$ cat src/rtl/lsu_pkg.sv
`default_nettype none
// ============================================================================
// Module      : lsu_pkg
// Description : Shared funct3 codes, byte-lane masks and state type for the
//               BRAM load/store ports.
// Revision    : 1.0 - initial release
// ============================================================================
package lsu_pkg;

    localparam logic [2:0] F3_B  = 3'b000;
    localparam logic [2:0] F3_H  = 3'b001;
    localparam logic [2:0] F3_W  = 3'b010;
    localparam logic [2:0] F3_BU = 3'b100;
    localparam logic [2:0] F3_HU = 3'b101;

    localparam logic [3:0] LANE_MASK_B = 4'b0001;
    localparam logic [3:0] LANE_MASK_H = 4'b0011;
    localparam logic [3:0] LANE_MASK_W = 4'b1111;

    typedef enum logic [1:0] {
        ST_IDLE   = 2'd0,
        ST_ACCESS = 2'd1,
        ST_WAIT   = 2'd2,
        ST_RESP   = 2'd3
    } lsu_state_t;

    // Stores have no unsigned variants, so BU/HU are illegal with we=1.
    function automatic logic f3_is_illegal(input logic [2:0] f3, input logic we);
        return (f3 == 3'b011) || (f3 == 3'b110) || (f3 == 3'b111) ||
               (we && ((f3 == F3_BU) || (f3 == F3_HU)));
    endfunction

endpackage
`default_nettype wire

$ cat src/rtl/lsu_load_align.sv
`default_nettype none
// ============================================================================
// Module      : lsu_load_align
// Description : Extracts the addressed byte/half from a BRAM word and
//               sign- or zero-extends it according to funct3.
// Revision    : 1.0 - initial release
// ============================================================================
module lsu_load_align
    import lsu_pkg::*;
(
    input  logic [31:0] dout,
    input  logic [2:0]  funct3,
    input  logic [1:0]  offset,
    output logic [31:0] rdata
);

    logic [7:0]  w_byte;
    logic [15:0] w_half;

    always_comb begin
        w_byte = dout[{offset, 3'b000} +: 8];
        w_half = dout[{offset[1], 4'b0000} +: 16];
        case (funct3)
            F3_B:    rdata = {{24{w_byte[7]}}, w_byte};
            F3_BU:   rdata = {24'd0, w_byte};
            F3_H:    rdata = {{16{w_half[15]}}, w_half};
            F3_HU:   rdata = {16'd0, w_half};
            default: rdata = dout;
        endcase
    end

endmodule
`default_nettype wire

$ cat src/rtl/bram_lsu_port.sv
`default_nettype none
// ============================================================================
// Module      : bram_lsu_port
// Description : Single-outstanding load/store initiator for one 32-bit port
//               of the data BRAM, with alignment/range checking.
// Revision    : 1.0 - initial release
// ============================================================================
module bram_lsu_port
    import lsu_pkg::*;
#(
    parameter int          READ_LATENCY = 1,
    parameter int          DEPTH_WORDS  = 4096,
    parameter logic [31:0] BASE_ADDR    = 32'h0000_0000
) (
    input  logic        clk,
    input  logic        rst,
    input  logic        req_valid,
    output logic        req_ready,
    input  logic        req_we,
    input  logic [2:0]  req_funct3,
    input  logic [31:0] req_addr,
    input  logic [31:0] req_wdata,
    output logic        resp_valid,
    input  logic        resp_ready,
    output logic [31:0] resp_rdata,
    output logic        resp_err,
    output logic        bram_en,
    output logic [3:0]  bram_we,
    output logic [31:0] bram_addr,
    output logic [31:0] bram_din,
    input  logic [31:0] bram_dout
);

    localparam logic [32:0] c_limit     = {1'b0, BASE_ADDR} + (33'(DEPTH_WORDS) << 2);
    localparam logic [1:0]  c_wait_init = 2'(READ_LATENCY - 1);

    lsu_state_t  r_state;
    lsu_state_t  w_state_nxt;
    logic [2:0]  r_funct3;
    logic [1:0]  r_off;
    logic        r_we;
    logic [1:0]  r_wait_cnt;

    logic        w_accept;
    logic        w_misalign;
    logic        w_out_of_range;
    logic        w_err;
    logic [3:0]  w_lane_mask;
    logic [31:0] w_store_data;
    logic [31:0] w_word_addr;
    logic [31:0] w_load_data;

    assign req_ready   = (r_state == ST_IDLE) && !rst;
    assign w_accept    = req_valid && req_ready;
    assign w_word_addr = (req_addr - BASE_ADDR) >> 2;

    always_comb begin
        w_misalign   = 1'b0;
        w_lane_mask  = LANE_MASK_W;
        w_store_data = req_wdata;
        case (req_funct3[1:0])
            2'b00: begin
                w_lane_mask  = LANE_MASK_B << req_addr[1:0];
                w_store_data = {4{req_wdata[7:0]}};
            end
            2'b01: begin
                w_misalign   = req_addr[0];
                w_lane_mask  = LANE_MASK_H << req_addr[1:0];
                w_store_data = {2{req_wdata[15:0]}};
            end
            default: w_misalign = (req_addr[1:0] != 2'b00);
        endcase
        w_out_of_range = ({1'b0, req_addr} < {1'b0, BASE_ADDR}) ||
                         ({1'b0, req_addr} >= c_limit);
        w_err = w_misalign || w_out_of_range || f3_is_illegal(req_funct3, req_we);
    end

    always_comb begin
        w_state_nxt = r_state;
        case (r_state)
            ST_IDLE:   if (w_accept) w_state_nxt = w_err ? ST_RESP : ST_ACCESS;
            ST_ACCESS: w_state_nxt = r_we ? ST_RESP : ST_WAIT;
            ST_WAIT:   if (r_wait_cnt == 2'd0) w_state_nxt = ST_RESP;
            ST_RESP:   if (resp_ready) w_state_nxt = ST_IDLE;
            default:   w_state_nxt = ST_IDLE;
        endcase
    end

    lsu_load_align u_align (
        .dout   (bram_dout),
        .funct3 (r_funct3),
        .offset (r_off),
        .rdata  (w_load_data)
    );

    always_ff @(posedge clk) begin
        if (rst) begin
            r_state    <= ST_IDLE;
            r_funct3   <= '0;
            r_off      <= '0;
            r_we       <= 1'b0;
            r_wait_cnt <= '0;
            bram_en    <= 1'b0;
            bram_we    <= '0;
            bram_addr  <= '0;
            bram_din   <= '0;
            resp_valid <= 1'b0;
            resp_rdata <= '0;
            resp_err   <= 1'b0;
        end else begin
            r_state <= w_state_nxt;
            bram_en <= 1'b0;
            bram_we <= '0;
            case (r_state)
                ST_IDLE: begin
                    if (w_accept) begin
                        r_funct3 <= req_funct3;
                        r_off    <= req_addr[1:0];
                        r_we     <= req_we;
                        if (w_err) begin
                            resp_valid <= 1'b1;
                            resp_err   <= 1'b1;
                            resp_rdata <= '0;
                        end else begin
                            bram_en   <= 1'b1;
                            bram_addr <= w_word_addr;
                            // Loads leave din untouched so the port only toggles on stores.
                            if (req_we) begin
                                bram_we  <= w_lane_mask;
                                bram_din <= w_store_data;
                            end
                        end
                    end
                end
                ST_ACCESS: begin
                    if (r_we) begin
                        resp_valid <= 1'b1;
                        resp_err   <= 1'b0;
                        resp_rdata <= '0;
                    end else begin
                        r_wait_cnt <= c_wait_init;
                    end
                end
                ST_WAIT: begin
                    if (r_wait_cnt == 2'd0) begin
                        resp_valid <= 1'b1;
                        resp_err   <= 1'b0;
                        resp_rdata <= w_load_data;
                    end else begin
                        r_wait_cnt <= r_wait_cnt - 2'd1;
                    end
                end
                ST_RESP: begin
                    if (resp_ready) begin
                        resp_valid <= 1'b0;
                        resp_err   <= 1'b0;
                        resp_rdata <= '0;
                    end
                end
                default: ;
            endcase
        end
    end

endmodule
`default_nettype wire

$ cat config.mk
export PLATFORM = sky130hd
export DESIGN_NAME = bram_lsu_port
export DESIGN_NICKNAME = d
export VERILOG_FILES = /design/src/rtl/lsu_pkg.sv /design/src/rtl/lsu_load_align.sv /design/src/rtl/bram_lsu_port.sv
export SDC_FILE = /design/constraint.sdc
export NUM_CORES = 1
export LEC_CHECK = 0
export CAP_MARGIN = 5
export CORE_AREA = 2 2 114 116
export CTS_CLUSTER_DIAMETER = 80
export DETAILED_ROUTE_END_ITERATION = 10
export DIE_AREA = 0 0 116 118
export PLACE_DENSITY = 0.79
export SYNTH_ARGS = -nofsm -noshare
export SYNTH_HDL_FRONTEND = slang
export SYNTH_SLANG_ARGS = --single-unit
$ cat constraint.sdc
create_clock -name clk -period 2.7 [get_ports clk]
set_input_delay 0.54 -clock clk [delete_from_list [all_inputs] [get_ports clk]]
set_output_delay 0.54 -clock clk [all_outputs]
set_load 0.02 [all_outputs]
==> results.sh, run 1 <==
export IMPL_power_internal_mw=3.211
export IMPL_cts_setup_buffers=0
export IMPL_cts_tree="done"
export IMPL_seq_area_um2=2222
export IMPL_ant_nets=0
export IMPL_cts_made_buffers=9
export IMPL_yosys_top_cells_area="dfxtp_1, mux2_2, o31ai_1"
export IMPL_post_cts_resized=1
export IMPL_vias=5368
export IMPL_htree_num_levels=3
export IMPL_final_util_pct=63.82
export IMPL_fin_crit_sh_pct=95.95
export IMPL_fin_setup_tns_ns=0
export IMPL_setup_ws_ns=0.1095
export IMPL_synthXorXnorAreaFrac_pct=0
export IMPL_synth_mux_area_share_pct=10.19
export IMPL_synthAdderAreaFrac_pct=1.405
export IMPL_synth_commonest_cells="dfxtp_1, nand2_1, a21oi_1, clkbuf_1, o31ai_1"
export IMPL_irDropWorstVdd_uv=410.0
export IMPL_fin_skew_ns=0.007139
export IMPL_drt_pass1_iter_count=5
export IMPL_switching_power_mw=1.559
export IMPL_seq_power_share_pct=39.2
export IMPL_worstSetupPathType="register to primary output"
export IMPL_grt_pass1_vias=5515
export IMPL_rows=41
export IMPL_min_period_ns=2.591
export IMPL_place_gp_congestion=0.8775
export IMPL_final_nets=877
export IMPL_crit_fanout=11
export IMPL_pwr_share_clk_pct=29.5
export IMPL_avgSynthCellArea_um2=9.289
export IMPL_multi_input_area_um2=2861
export IMPL_yosysSeqAreaShare_pct=41.60
export IMPL_maxCapViolations=0
export IMPL_coreArea_um2=12410
export IMPL_fp_dieW_um=116
export IMPL_finalHoldViolations=0
export IMPL_drt_total_wl_mm=17.09
export IMPL_synth_cell_types=53
export IMPL_crit_chain="inv_1, ha_2, nand2b_1, inv_1, clkdlybuf4s50_1"
export IMPL_synth_top_area_share_pct=41.60
export IMPL_synth_top_family_by_area="compound AO/OA/AOI/OAI gates"
export IMPL_clock_latency_ns=0.36
export IMPL_pwr_share_comb_pct=31.4
export IMPL_start_util_pct=43.03
export IMPL_root_buffer="clkbuf_16"
export IMPL_critPathArrivalTime_ns=2.05
export IMPL_cp_slowest_cell="clkdlybuf4s50_1"
export IMPL_dp_hpwl_mm=12.66
export IMPL_crit_top_cell="inv_1"
export IMPL_synth_simple_area_share_pct=18.79
export IMPL_ys_warn_count=0
export IMPL_die_area_um2=13690
export IMPL_swShare_pct=32.69
export IMPL_netlist_area_um2=5341
export IMPL_max_freq_mhz=386.0
export IMPL_relSlewSlack_pct=16.46
export IMPL_hp_class="register to register"
export IMPL_yosysMostFrequentCell="dfxtp_1"
export IMPL_critPathMaxStageDelay_ns=0.65
export IMPL_clock_sinks=111
export IMPL_syn_instance_count=575
export IMPL_grt_pass1_wl_mm=26.81
export IMPL_place_worst_setup_slack_ns=-0.04505
export IMPL_critical_path_top_delay_family="buffers and inverters"
export IMPL_io_pins=208
export IMPL_overflow=0
export IMPL_area_delta_synth_final_pct=48.33
export IMPL_yosys_area_top_type="dfxtp_1"
export IMPL_cts_max_path_buffers=2
export IMPL_io_buffers=205
export IMPL_rrSetupSlack_ns=0.31
export IMPL_synth_edf_count=0
export IMPL_die_height_um=118
export IMPL_diodes=0
export IMPL_synth_compound_area_share_pct=22.75
export IMPL_slew_viol_final=0
export IMPL_postCtsHoldBufs=0
export IMPL_grt_usage_pct=24.61
export IMPL_vias_per_cell=5.686
export IMPL_finalPower_mw=4.770
export IMPL_clk_pin_slew_ns=0.08
export IMPL_endpoint_kind="primary output"
export IMPL_synth_seq_cells=111
export IMPL_drc_errors=0
export IMPL_ys_async_sr_fraction_pct=0
export IMPL_wl_per_cell_um=18.10
export IMPL_crit_buf_inv=3
export IMPL_setup_viol=0
export IMPL_start_kind="register"
export IMPL_antenna_found_initial=0
export IMPL_rsz0062_at_grt="false"
export IMPL_nFillCells=1025
export IMPL_tightest_slew_ns=1.250
export IMPL_grt_start_max_net_pins=33
export IMPL_synth_ff_type="dfxtp_1"
export IMPL_powerDensity_nw_per_um2=602.1
export IMPL_p_leak_nw=2.850
export IMPL_crit_required_ns=2.16
export IMPL_drt_iter0_drc=418
export IMPL_status="finished clean"
export IMPL_drive_gt1_share_pct=11.79
[path summary, 6_finish.rpt]
check | start | end | cells after the start
max | r_state[0]$_SDFFE_PP0P_ | req_ready | 5
min | bram_addr[13]$_SDFFE_PP0P_ | bram_addr[13]$_SDFFE_PP0P_ | 1
max reg2reg | r_state[0]$_SDFFE_PP0P_ | resp_rdata[30]$_SDFFE_PP0P_ | 6
min reg2reg | bram_addr[13]$_SDFFE_PP0P_ | bram_addr[13]$_SDFFE_PP0P_ | 1
[worst register-to-register path, stage by stage (launching register included)]
cell and delay [ns]:
dfxtp_1 0.43, inv_1 0.12, ha_1 0.29, nor2b_1 0.22, nor4b_2 0.46, o311a_4 0.53, a32o_1 0.27
[power by group through the flow]
stage	clock network (mW)	registers (mW)	logic [mW]
detailed placement	0	1.90	1.47
global route	1.49	1.88	1.60
CTS	1.43	1.87	1.49
global placement	0	1.90	1.43
floorplan	0	1.99	0.761
finish	1.41	1.87	1.50
[sequential cells by signal (all words and copies together), names as in the netlist]
register and flops:
bram_addr 30, r_we 1, r_funct3 3, bram_en 1, bram_din 32, resp_rdata 32, r_off 2, r_state 2
r_wait_cnt 2, resp_valid 1, resp_err 1, bram_we 4
[cell type report]
cell class / instances / area share, %
Multi-Input combinational cell: 402 / 36.12
Timing Repair Buffer: 234 / 28.74
Sequential cell: 111 / 28.05
Clock buffer: 9 / 2.843
Tap cell: 172 / 2.716
Clock inverter: 7 / 1.090
Inverter: 9 / 0.4422
[cells by family after synthesis]
logic type	Yosys count
AO/OA/AOI/OAI	164
adder cells (fa/ha/maj)	6
buffers and inverters	63
flip-flops	111
multiplexers	50
other	1
AND/OR/NAND/NOR	180
[layer usage]
metal  GRT usage (%)  share of wire [%]
met2           39.22                 46
met4           10.12                3.6
met5               0                  0
met3           10.09                 12
met1           29.11                 39
[stage by stage]
stage | cells | instance area (um^2) | hold WS (ns)
floorplan | 576 | 5345 | 0.4499
finish | 944 | 7923 | 0.4632
detailed placement | 928 | 7609 | 0.4481
global placement | 928 | 7609 | 0.4427
global route | 944 | 7923 | 0.4902
CTS | 944 | 7923 | 0.4656
[layout by cell type, fill, tap and decap left out, types with 16 or more instances in the layout]
| master | count |
|---|---|
| clkdlybuf4s50_1 | 204 |
| nand4_1 | 32 |
| nand2_1 | 50 |
| nor2b_1 | 18 |
| nand2b_1 | 20 |
| nor2_1 | 16 |
| a21oi_1 | 46 |
| a32o_1 | 24 |
| mux2i_1 | 24 |
| dfxtp_1 | 111 |
| o31ai_1 | 33 |
| and2_1 | 18 |
| mux2_2 | 25 |
| buf_4 | 28 |
Power figures use the tool's default switching activity.
==> inputs of run 2 (changes only) <==
SLEW_MARGIN = 10   (was not set)
==> results of run 2 <==
Same layout as run 1: the final DEF is identical, and so are final timing and power.
==> inputs of run 3 (changes only) <==
CORE_AREA = 2 2 112 114   (was 2 2 114 116)
CTS_BUF_LIST = sky130_fd_sc_hd__clkbuf_2 sky130_fd_sc_hd__clkbuf_4 sky130_fd_sc_hd__clkbuf_8   (was not set)
DIE_AREA = 0 0 114 116   (was 0 0 116 118)
PLACE_DENSITY = 0.81   (was 0.79)
SLEW_MARGIN = not set   (was 10)
==> results.sh, run 3 (synthesis results as in run 1) <==
export IMPL_min_period_ns=2.316
export IMPL_top_regs="bram_din: 32 flops, resp_rdata: 32 flops, bram_addr: 30 flops"
export IMPL_drc_errors=0
export IMPL_place_gp_congestion=0.8494
export IMPL_root_buffer="clkbuf_8"
export IMPL_coreArea_um2=11910
export IMPL_die_height_um=116
export IMPL_ant_nets=0
export IMPL_vias=5382
export IMPL_max_freq_mhz=431.8
export IMPL_cts_tree="done"
export IMPL_final_cell_mix="clkdlybuf4s50_1, dfxtp_1, nand2_1"
export IMPL_worstSetupPathType="register to register"
export IMPL_power_internal_mw=2.903
export IMPL_grt_start_max_net_pins=50
export IMPL_rsz0062_at_grt="false"
export IMPL_cts_made_buffers=9
export IMPL_clock_sinks=111
export IMPL_tightest_slew_ns=1.213
export IMPL_crit_required_ns=3.03
export IMPL_setup_viol=0
export IMPL_drt_pass1_iter_count=5
export IMPL_setup_ws_ns=0.3843
export IMPL_start_util_pct=44.84
export IMPL_crit_fanout=32
export IMPL_dp_cells=899
export IMPL_antenna_found_initial=0
export IMPL_powerDensity_nw_per_um2=569.6
export IMPL_die_area_um2=13220
export IMPL_io_pins=208
export IMPL_finalPower_mw=4.428
export IMPL_status="finished clean"
export IMPL_final_util_pct=65.25
export IMPL_drive_gt1_share_pct=11.33
export IMPL_vias_per_cell=5.882
export IMPL_clk_pin_slew_ns=0.11
export IMPL_drt_total_wl_mm=17.84
export IMPL_grt_pass1_wl_mm=27.12
export IMPL_pwr_share_clk_pct=24.3
export IMPL_fin_crit_sh_pct=85.77
export IMPL_dpl_cell_area_um2=7560
export IMPL_relSlewSlack_pct=18.95
export IMPL_final_nets=873
export IMPL_grt_pass1_vias=5269
export IMPL_pwr_share_comb_pct=33.3
export IMPL_layoutNonFillerInstCount=915
export IMPL_final_area_um2=7772
export IMPL_overflow=0
export IMPL_maxCapViolations=0
export IMPL_slew_viol_final=0
export IMPL_start_kind="register"
export IMPL_final_common_cell="clkdlybuf4s50_1"
export IMPL_rows=40
export IMPL_finalHoldViolations=0
export IMPL_drt_iter0_drc=583
export IMPL_p_leak_nw=2.798
export IMPL_hp_class="register to register"
export IMPL_place_worst_setup_slack_ns=0.02339
export IMPL_area_delta_synth_final_pct=45.51
export IMPL_fp_dieW_um=114
export IMPL_dp_hpwl_mm=13.23
export IMPL_holdWs_ns=0.4609
export IMPL_seq_power_share_pct=42.4
export IMPL_wl_per_cell_um=19.50
export IMPL_io_buffers=205
export IMPL_endpoint_kind="register"
export IMPL_diodes=0
export IMPL_critPathArrivalTime_ns=2.64
export IMPL_cts_setup_buffers=0
export IMPL_switching_power_mw=1.525
export IMPL_htree_num_levels=3
export IMPL_swShare_pct=34.44
export IMPL_clock_latency_ns=0.39
export IMPL_irDropWorstVdd_uv=289.5
export IMPL_fin_setup_tns_ns=0
export IMPL_cts_max_path_buffers=2
export IMPL_fin_skew_ns=0.007938
export IMPL_grt_usage_pct=26.18
-- run 3: cell count changes in the layout (fill, tap and decap cells not counted), sizes merged --
| cell | previous run | this run |
|---|---|---|
| buf | 30 | 26 |
| clkdlybuf4s50 | 204 | 203 |
| dlymetal6s2s | 0 | 1 |
-- run 3: path summary, 6_finish.rpt --
| check | start | end | slack (ns) | depth (start not counted) |
|---|---|---|---|---|
| setup / recovery | r_state[0]$_SDFFE_PP0P_ | resp_rdata[29]$_SDFFE_PP0P_ | 0.38 | 6 |
| hold / removal | bram_addr[6]$_SDFFE_PP0P_ | bram_addr[6]$_SDFFE_PP0P_ | 0.46 | 2 |
| setup reg to reg | r_state[0]$_SDFFE_PP0P_ | resp_rdata[29]$_SDFFE_PP0P_ | 0.38 | 6 |
| hold reg to reg | bram_addr[6]$_SDFFE_PP0P_ | bram_addr[6]$_SDFFE_PP0P_ | 0.46 | 2 |
-- run 3: critical path, cell delays in order, from the launching register on --
cell	delay, ns
dfxtp_1	0.44
inv_1	0.11
ha_1	0.29
nor2b_1	0.20
nor4b_2	0.45
o311a_4	0.53
a32o_1	0.23
-- run 3: cell type report --
cell class	instances	area, um^2
Clock buffer	9	123.9
Clock inverter	7	83.83
Fill cell	979	4139
Inverter	9	35.03
Multi-Input combinational cell	402	2861
Sequential cell	111	2222
Tap cell	147	183.9
Timing Repair Buffer	230	2262
-- run 3: power by group through the flow --
stage / sequential, mW / clock, mW / combinational, mW
after CTS: 1.87 / 1.10 / 1.47
after floorplan: 1.99 / 0 / 0.761
after global routing: 1.90 / 1.16 / 1.58
final: 1.88 / 1.08 / 1.48
after global placement: 1.91 / 0 / 1.42
after detailed placement: 1.91 / 0 / 1.46
-- run 3: what timing repair did --
item | in CTS | in global routing
endpoints found under the setup margin | 1 | 1
hold buffers | 0 | 0
hold endpoints to repair | 0 | 0
gates resized for setup | 1 | 1
-- run 3: metal layers --
layer / GRT usage, % / vias to the layer above / wire length [um]
met1: 31.09 / 2543 / 6940
li1: - / 2501 / -
met4: 9.431 / 0 / 519
met5: 0 / - / 0
met3: 9.310 / 36 / 1913
met2: 43.97 / 302 / 8469
